--- src/rtl/disp_sched_pkg.sv ---
// Shared types and constants for the display page scheduler.
package disp_sched_pkg;

  typedef enum logic [1:0] {
    StIdle,
    StAdvance,
    StLoad,
    StShow
  } state_e;

  localparam int unsigned NUM_PAGES = 4;
  localparam logic [3:0]  BLANK_ALL = 4'b1111;
  localparam int unsigned TICK_W    = 4;

  // Leading-zero suppression mask for four BCD digits; digit 0 always stays lit.
  function automatic logic [3:0] lz_blank(input logic [15:0] digits);
    logic [3:0] mask;
    mask = '0;
    if (digits[15:12] == 4'd0) begin
      mask[3] = 1'b1;
      if (digits[11:8] == 4'd0) begin
        mask[2] = 1'b1;
        if (digits[7:4] == 4'd0) begin
          mask[1] = 1'b1;
        end
      end
    end
    return mask;
  endfunction

endpackage

--- src/rtl/next_valid_page.sv ---
// Round-robin search for the next enabled page after the current one, wrapping 3 -> 0.
module next_valid_page
  import disp_sched_pkg::*;
(
  input  logic [1:0]           cur_idx,
  input  logic [NUM_PAGES-1:0] mask,
  output logic [1:0]           next_idx,
  output logic                 any_valid
);

  logic [1:0] cand;

  // Walk candidates farthest-first so the nearest enabled page wins; falls back to cur_idx.
  always_comb begin
    next_idx = cur_idx;
    cand     = cur_idx;
    for (int k = NUM_PAGES - 1; k >= 1; k--) begin
      cand = cur_idx + 2'(k);
      if (mask[cand]) begin
        next_idx = cand;
      end
    end
  end

  assign any_valid = |mask;

endmodule

--- src/rtl/display_scheduler.sv ---
// Cycles enabled pages of BCD digits onto a 4-digit display with leading-zero suppression.
// Optional saturation blink is compiled in with DISPLAY_SCHED_BLINK_EN.
module display_scheduler
  import disp_sched_pkg::*;
#(
  parameter int unsigned DWELL_TICKS = 2
) (
  input  logic        CLK,
  input  logic        RESET,
  input  logic        TICK,
  input  logic        START,
  input  logic        NEXT,
  input  logic        SAT,
  input  logic [3:0]  PAGE_VALID,
  input  logic [15:0] PAGE0,
  input  logic [15:0] PAGE1,
  input  logic [15:0] PAGE2,
  input  logic [15:0] PAGE3,
  output logic [3:0]  DIGIT0,
  output logic [3:0]  DIGIT1,
  output logic [3:0]  DIGIT2,
  output logic [3:0]  DIGIT3,
  output logic [3:0]  BLANK,
  output logic [3:0]  DP,
  output logic [1:0]  PAGE_IDX
);

  localparam logic [TICK_W-1:0] TickLast = TICK_W'(DWELL_TICKS - 1);

  state_e            state_q;
  logic [1:0]        page_idx_q;
  logic [TICK_W-1:0] tick_cnt_q;
  logic [15:0]       digits_q;
  logic [3:0]        blank_q;
  logic [3:0]        dp_q;

  logic [1:0]        nvp_cur;
  logic [1:0]        nvp_next;
  logic              nvp_any;
  logic [15:0]       page_sel;
  logic [3:0]        load_blank;
  logic [3:0]        load_dp;
  logic              tick_last;

`ifdef DISPLAY_SCHED_BLINK_EN
  logic              blink_q;
  logic [3:0]        blank_pat_q;
  logic [3:0]        dp_pat_q;
`else
  logic              unused_sat;
  assign unused_sat = SAT;
`endif

  // From IDLE, searching after the last page yields the lowest enabled page.
  assign nvp_cur = (state_q == StIdle) ? 2'(NUM_PAGES - 1) : page_idx_q;

  next_valid_page u_next_valid_page (
    .cur_idx   (nvp_cur),
    .mask      (PAGE_VALID),
    .next_idx  (nvp_next),
    .any_valid (nvp_any)
  );

  always_comb begin
    page_sel = PAGE0;
    case (page_idx_q)
      2'd1:    page_sel = PAGE1;
      2'd2:    page_sel = PAGE2;
      2'd3:    page_sel = PAGE3;
      default: page_sel = PAGE0;
    endcase
  end

  assign load_blank = lz_blank(page_sel);
  assign load_dp    = 4'b0001 << page_idx_q;
  assign tick_last  = (tick_cnt_q == TickLast);

  always_ff @(posedge CLK) begin
    if (!RESET) begin
      state_q     <= StIdle;
      page_idx_q  <= '0;
      tick_cnt_q  <= '0;
      digits_q    <= '0;
      blank_q     <= BLANK_ALL;
      dp_q        <= '0;
`ifdef DISPLAY_SCHED_BLINK_EN
      blink_q     <= 1'b0;
      blank_pat_q <= BLANK_ALL;
      dp_pat_q    <= '0;
`endif
    end else if (!START) begin
      state_q <= StIdle;
      blank_q <= BLANK_ALL;
      dp_q    <= '0;
`ifdef DISPLAY_SCHED_BLINK_EN
      blink_q <= 1'b0;
`endif
    end else begin
      case (state_q)
        StIdle: begin
          blank_q <= BLANK_ALL;
          dp_q    <= '0;
`ifdef DISPLAY_SCHED_BLINK_EN
          blink_q <= 1'b0;
`endif
          if (nvp_any) begin
            page_idx_q <= nvp_next;
            state_q    <= StLoad;
          end
        end
        StAdvance: begin
`ifdef DISPLAY_SCHED_BLINK_EN
          if (!SAT) begin
            blink_q <= 1'b0;
            blank_q <= blank_pat_q;
            dp_q    <= dp_pat_q;
          end
`endif
          if (nvp_any) begin
            page_idx_q <= nvp_next;
            state_q    <= StLoad;
          end else begin
            blank_q <= BLANK_ALL;
            dp_q    <= '0;
            state_q <= StIdle;
          end
        end
        StLoad: begin
          digits_q    <= page_sel;
          blank_q     <= load_blank;
          dp_q        <= load_dp;
          tick_cnt_q  <= '0;
`ifdef DISPLAY_SCHED_BLINK_EN
          blink_q     <= 1'b0;
          blank_pat_q <= load_blank;
          dp_pat_q    <= load_dp;
`endif
          state_q     <= StShow;
        end
        StShow: begin
`ifdef DISPLAY_SCHED_BLINK_EN
          if (!SAT) begin
            blink_q <= 1'b0;
            blank_q <= blank_pat_q;
            dp_q    <= dp_pat_q;
          end else if (TICK) begin
            blink_q <= ~blink_q;
            blank_q <= blink_q ? blank_pat_q : BLANK_ALL;
            dp_q    <= blink_q ? dp_pat_q : 4'b0000;
          end
`endif
          // NEXT and a terminal TICK together still give a single advance.
          if (NEXT || (TICK && tick_last)) begin
            state_q <= StAdvance;
          end else if (TICK) begin
            tick_cnt_q <= tick_cnt_q + TICK_W'(1);
          end
        end
        default: state_q <= StIdle;
      endcase
    end
  end

  assign DIGIT0   = digits_q[3:0];
  assign DIGIT1   = digits_q[7:4];
  assign DIGIT2   = digits_q[11:8];
  assign DIGIT3   = digits_q[15:12];
  assign BLANK    = blank_q;
  assign DP       = dp_q;
  assign PAGE_IDX = page_idx_q;

endmodule

--- config.mk ---
export PLATFORM = sky130hd
export DESIGN_NAME = display_scheduler
export DESIGN_NICKNAME = d
export VERILOG_FILES = /design/src/rtl/disp_sched_pkg.sv /design/src/rtl/next_valid_page.sv /design/src/rtl/display_scheduler.sv
export SDC_FILE = /design/constraint.sdc
export NUM_CORES = 1
export LEC_CHECK = 0
export ABC_CLOCK_PERIOD_IN_PS = 3800
export BUFFER_PORTS_ARGS = -buffer_cell sky130_fd_sc_hd__buf_2
export CAP_MARGIN = 20
export CORE_ASPECT_RATIO = 1.5
export CORE_MARGIN = 2
export CORE_UTILIZATION = 48
export DETAILED_ROUTE_END_ITERATION = 8
export PLACE_DENSITY = 0.87
export SLEW_MARGIN = 20
export SYNTH_ARGS = -nofsm -noshare
export SYNTH_HDL_FRONTEND = slang
export SYNTH_HIERARCHICAL = 1
export SYNTH_SLANG_ARGS = --single-unit
--- constraint.sdc ---
create_clock -name CLK -period 3.8 [get_ports CLK]
set_input_delay 0.19 -clock CLK [delete_from_list [all_inputs] [get_ports CLK]]
set_output_delay 0.19 -clock CLK [all_outputs]
set_load 0.05 [all_outputs]
### After elaboration in Yosys (flattened, before gate mapping)

Index checks and enable logic that the tools add are counted.

| word-level totals | value |
|---|---|
| bits in registers | 32 |
| bits in latches | 0 |
| RAM bits | 0 |
| bits in read-only memories | 0 |
| input port bits | 74 |
| output and inout bits | 26 |
| logic and storage cells | 67 |
| memories | 0 |

| cells by class | value |
|---|---|
| add/subtract/negate cells | 4 |
| multiply operators | 0 |
| divide/modulo/power cells | 0 |
| $lt $le $gt $ge | 3 |
| equality and inequality tests | 12 |
| shifts and indexed selects | 1 |
| multiplexer cells | 25 |
| bitwise operators | 0 |
| reduce and logical (&&, ||, !) cells | 16 |

Operator list:

| operator | number |
|---|---|
| 16-bit case mux with 3 select lines | 1 |
| 4-bit case mux with 3 select lines | 2 |
| 2-bit two-way mux | 8 |
| 4-bit two-way mux | 4 |
| 4-bit zero test | 3 |
| 2-bit inequality test, second input constant | 5 |
| 2-bit by 3-bit < comparator with 1-bit output, second input constant | 3 |
| 2-bit == test, second input constant | 4 |
| 2-bit case mux with 4 select lines | 1 |
| 4-bit case mux with 2 select lines | 1 |
| 2-bit AND reduction | 4 |
| 1-bit binary-select mux with 2-bit select | 3 |
| 2-bit adder, second input constant | 2 |
| 4-bit by 1-bit adder with 4-bit output, second input constant | 1 |
| 2-bit by 1-bit == test with 1-bit output, second input constant | 2 |
| 4-bit by 1-bit == test with 1-bit output, second input constant | 1 |
| 1-bit two-way mux | 4 |
| 4-bit AND reduction | 1 |
| 4-bit OR reduction | 1 |
| 1-bit by 2-bit << shifter with 4-bit output, first input constant | 1 |
| 3-bit two-way mux | 1 |
| 3-bit AND reduction | 1 |
| 3-bit nonzero test | 1 |
| 2-bit by 1-bit adder with 2-bit output, second input constant | 1 |
| 5 further kinds | 5 |

### Longest topological paths before layout

| logic depth | value |
|---|---|
| depth after elaboration | 8 |
| mapped depth | 8 |
| depth with buffers taken out | 6 |

### Cells and area by module

The synthesis kept the hierarchy.

By module, submodules not included:

| module | times used | cells an instance | area each (um^2) |
|---|---|---|---|
| display_scheduler | 1 | 173 | 1,749.2 |
| next_valid_page | 1 | 14 | 72.6 |

### Least setup slack after synthesis

No wires, ideal clock.

| timing | value |
|---|---|
| path kind | register to register |
| from | register page_idx_q[0], in the netlist PAGE_IDX[0] |
| to | register blank_q[1], in the netlist BLANK[1] |
| arrival | 2.133 ns |
| required time | 3.707 ns |
| setup slack | 1.574 ns |
| cell stages (with the launch flop) | 6 |
| clock period less this slack | 2.226 ns |
| cells stage by stage | dfxtp_1 > buf_6 > mux4_1 > nor4_2 > nand2_1 > o311ai_2 |

| between the ends | value |
|---|---|
| longest elaborated chain between the ends | 7 |
| elaborated cells between the ends (all ways) | 11 |
| those cells by class | 3 x eq/ne; 5 x mux; 3 x reduce/logical |

Ends and longest elaborated chain:

| element | RTL line | source |
|---|---|---|
| from (decl) | display_scheduler.sv:31 | `logic [1:0] page_idx_q;` |
| from (signal assigned) | display_scheduler.sv:107 | `page_idx_q <= nvp_next;` |
| from (signal assigned) | display_scheduler.sv:120 | `page_idx_q <= nvp_next;` |
| 2-bit == test or 2-bit by 1-bit == test with 1-bit output (tied branches) | display_scheduler.sv:66 | `case (page_idx_q)` |
| 16-bit case mux with 3 select lines (*) | display_scheduler.sv:66 |  |
| 4-bit zero test | disp_sched_pkg.sv:23 | `if (digits[7:4] == 4'd0) begin` |
| 1-bit two-way mux | disp_sched_pkg.sv:23 |  |
| 2-bit two-way mux | disp_sched_pkg.sv:21 | `if (digits[11:8] == 4'd0) begin` |
| 3-bit two-way mux (*) | disp_sched_pkg.sv:19 | `if (digits[15:12] == 4'd0) begin` |
| 4-bit case mux with 3 select lines (*) | display_scheduler.sv:99 | `case (state_q)` |
| to (signal assigned) | display_scheduler.sv:130 | `blank_q <= load_blank;` |
| to (decl) | display_scheduler.sv:34 | `logic [3:0] blank_q;` |

Mark *: on every way between the ends. The rest lies on a longest branch, timed or not.
A chain may end at the register's enable or synchronous reset.

### Worst setup path after layout

Same ends and word-level chain as after synthesis.

==> summary.md <==
| Metric | Value |
|---|---|
| CP Launch Type | flip-flop |
| Ratio of routed vias to standard cells | 5.52 |
| Setup bufs post-CTS | 0 |
| Hold Path Stages | 2 |
| Total Routed Length | 4540 um |
| Slowest CP cell | dfxtp_1 |
| Arr. time, crit path | 2660 ps |
| CP endpoint kind | flip-flop |
| Placed Instances | 317 |
| Root Buffer | clkbuf_8 |
| GR Layer Usage met3 | 0.0618 |
| Fin Setup TNS | 0 ps |
| Data required time of the worst path | 4000 ps |
| 1st-iter DRT viols | 18 |
| CTS max path bufs | 2 |
| DRC errors left | 0 |
| Finished Cell Area | 0.00243 sq mm |
| DIE WIDTH | 54.3 um |
| EDFF count, synth | 0 |
| Status | completed |
| Sequential cell area fraction in the yosys report | 0.352 |
| Fmax | 406 MHz |
| Yosys reg bits | 32 |
| I/O Pins | 100 |
| H-tree depth | 2 |
| Worst Path Class, Setup | reg -> reg |
| Clock latency on the worst-skew pair | 290 ps |
| TritonRoute pass-1 iters | 4 |
| Asr flop ratio synth | 0 |
| CP peak stage delay | 630 ps |
| Crit-path leading delay family | flip-flops |
| Die area | 0.00431 sq mm |
| Hold buffers post-CTS | 0 |
| Worst vdd ir | 327 uV |
| M2 GR Usage | 0.400 |
| Cells after Synth | 187 |
| Critical path depth in cells | 4 |
| Row count | 27 |
| Area Overhead vs Synth | 33.2% |
| Slew Viols, Final | 0 |
| GRT Overall Usage | 0.230 |
| Headroom to the max-slew limit | 0.425 |
| Global-route wire length before repair | 7160 um |
| Post-synth top flop | dfxtp_1 |
| Final Instance Count excl. Fillers | 325 |
| Clk sinks | 32 |
| Syn nets | 263 |
| Final setup violation count | 0 |
| Initial Utilization | 0.499 |
| Syn Std Cell Area | 0.00182 sq mm |
| Fin. Hold Viols | 0 |
| Tcrit/Tclk final | 0.648 |
| Diodes inserted | 0 |
| Core ar. | 0.00365 sq mm |
| Largest net degree at the start of global routing | 24 |
| FF-to-FF path depth | 4 |
| Die Span Y | 79.5 um |
| P_leak | 1.07 nW |
| Slew at the pin closest to its max-slew limit | 862 ps |
| CTS Buf Count | 5 |
| Vias in the first global route | 1703 |
| Post-DP HPWL | 3620 um |
| Post-CTS sizing | 0 |
| Yosys warns | 6 |
| RD Place Congestion | 0.780 |
| WL per Instance | 14.0 um |
| Antenna viol nets, final | 0 |
| Initial antenna violation count | 0 |
| Total grt overflow | 0 |
| Worst-path fanout max | 13 |
| Number of nets at the end of the flow | 357 |
| RSZ-0062 raised after global routing | false |
| Mean post-synth cell area | 9.74 sq um |
| Clock Skews | 3.93 ps |
| Max Cap Violations | 0 |
| Most common cell after layout, fill and taps aside | buf_2 |
| IO buf count | 98 |
| CTS tree | yes |
| Tot Pwr | 0.867 mW |
| Grt peak-use layer | met2 |
| Post-layout util | 0.665 |
| Worst Path Buf+Inv | 1 |
| Clk pin slew, worst setup/hold paths | 60 ps |
| Min-delay worst type | in -> reg |
| Layout cells sized above 1 | 0.411 |
| Pwr Density | 357 mW/mm^2 |
| Fin crit period | 2460 ps |
| CP Cell Sequence | buf_4, mux4_1, or4_1, o311ai_2 |
| Synth unique cells | 40 |
| M1 GR Usage | 0.231 |
| Area after DPL | 0.00232 sq mm |
| Vias | 1795 |
| Most frequent cells in the layout | 98 x buf_2, 47 x nand2_1, 32 x dfxtp_1 |
==> per-layer routing <==
| layer | up-vias | part of all wire |
|---|---|---|
| met4 | 0 | 0.036 |
| met1 | 829 | 0.36 |
| li1 | 877 | - |
| met2 | 75 | 0.54 |
| met3 | 14 | 0.071 |
| met5 | - | 0 |
==> final cells by class <==
cell class / instances / area (sq um)
inverters: 3 / 11.3
fillers: 308 / 1220
clock inverters: 2 / 35.0
repair buffers: 99 / 498
multi-input cells: 140 / 1120
flip-flops and latches: 32 / 641
clock buffers: 6 / 72.6
well taps: 43 / 53.8
==> logic make-up (layout without fill, tap and decap cells) <==
group	Yosys count	after routing	synth area share
compound gates	40	40	0.168
xor+xnor	2	2	0.00962
fa+ha+maj	2	2	0.0137
buf+inv	15	110	0.0357
flops	32	32	0.352
mux	19	19	0.235
simple gates	77	77	0.187
==> where the power goes <==
| part | total (mW) | internal (mW) | leakage (nW) | switching (mW) |
|---|---|---|---|---|
| sequential | 0.365 | 0.347 | 0.260 | 0.0179 |
| combinational | 0.184 | 0.0877 | 0.750 | 0.0962 |
| clock | 0.317 | 0.194 | 0.0552 | 0.123 |
| total | 0.867 | 0.629 | 1.07 | 0.237 |
==> flip-flops by register name, indices dropped and copies added, names as in the netlist <==
name / flops
state_q: 2
DP: 4
PAGE_IDX: 2
tick_cnt_q: 4
digits_q: 16
BLANK: 4
==> worst register-to-register path, delay by kind of cell, from the launching register on <==
kind                   cells  cell delay [ps]
AO/OA/AOI/OAI              1              230
buffers and inverters      1              330
flip-flops                 1              630
multiplexers               1              600
AND/OR/NAND/NOR            1              580
==> final timing paths <==
| path | slack [ps] | from | endpoint |
|---|---|---|---|
| worst max-delay path | 1340 | PAGE_IDX[0] | BLANK[1] |
| worst min-delay path | 140 | START | BLANK[3] |
| worst max register to register | 1340 | PAGE_IDX[0] | BLANK[1] |
| worst min register to register | 460 | digits_q[15] | digits_q[15] |
==> stage by stage <==
step | hold slack (ps) | setup slack [ps]
2_1_floorplan | 262 | 1570
3_3_place_gp | 431 | 1400
3_5_place_dp | 438 | 1330
4_1_cts | 126 | 1310
5_1_grt | 136 | 1160
6_report | 143 | 1340
==> synth_stat cells (all sizes together), types with 2 or more instances <==
cell type,count,share of area
nor4,2,0.010
inv,3,0.0062
nand3,2,0.0055
a21boi,16,0.066
ha,2,0.014
mux4,16,0.22
a32oi,5,0.024
o21bai,2,0.0082
nand2,47,0.097
clkbuf,9,0.019
a311oi,2,0.0096
nand3b,2,0.0082
mux2i,3,0.016
dfxtp,32,0.35
o21ai,2,0.0055
a21oi,4,0.011
buf,3,0.011
xnor2,2,0.0096
nand2b,2,0.0069
nor2,13,0.027
nor2b,4,0.014
(Power assumes the default switching activity.)
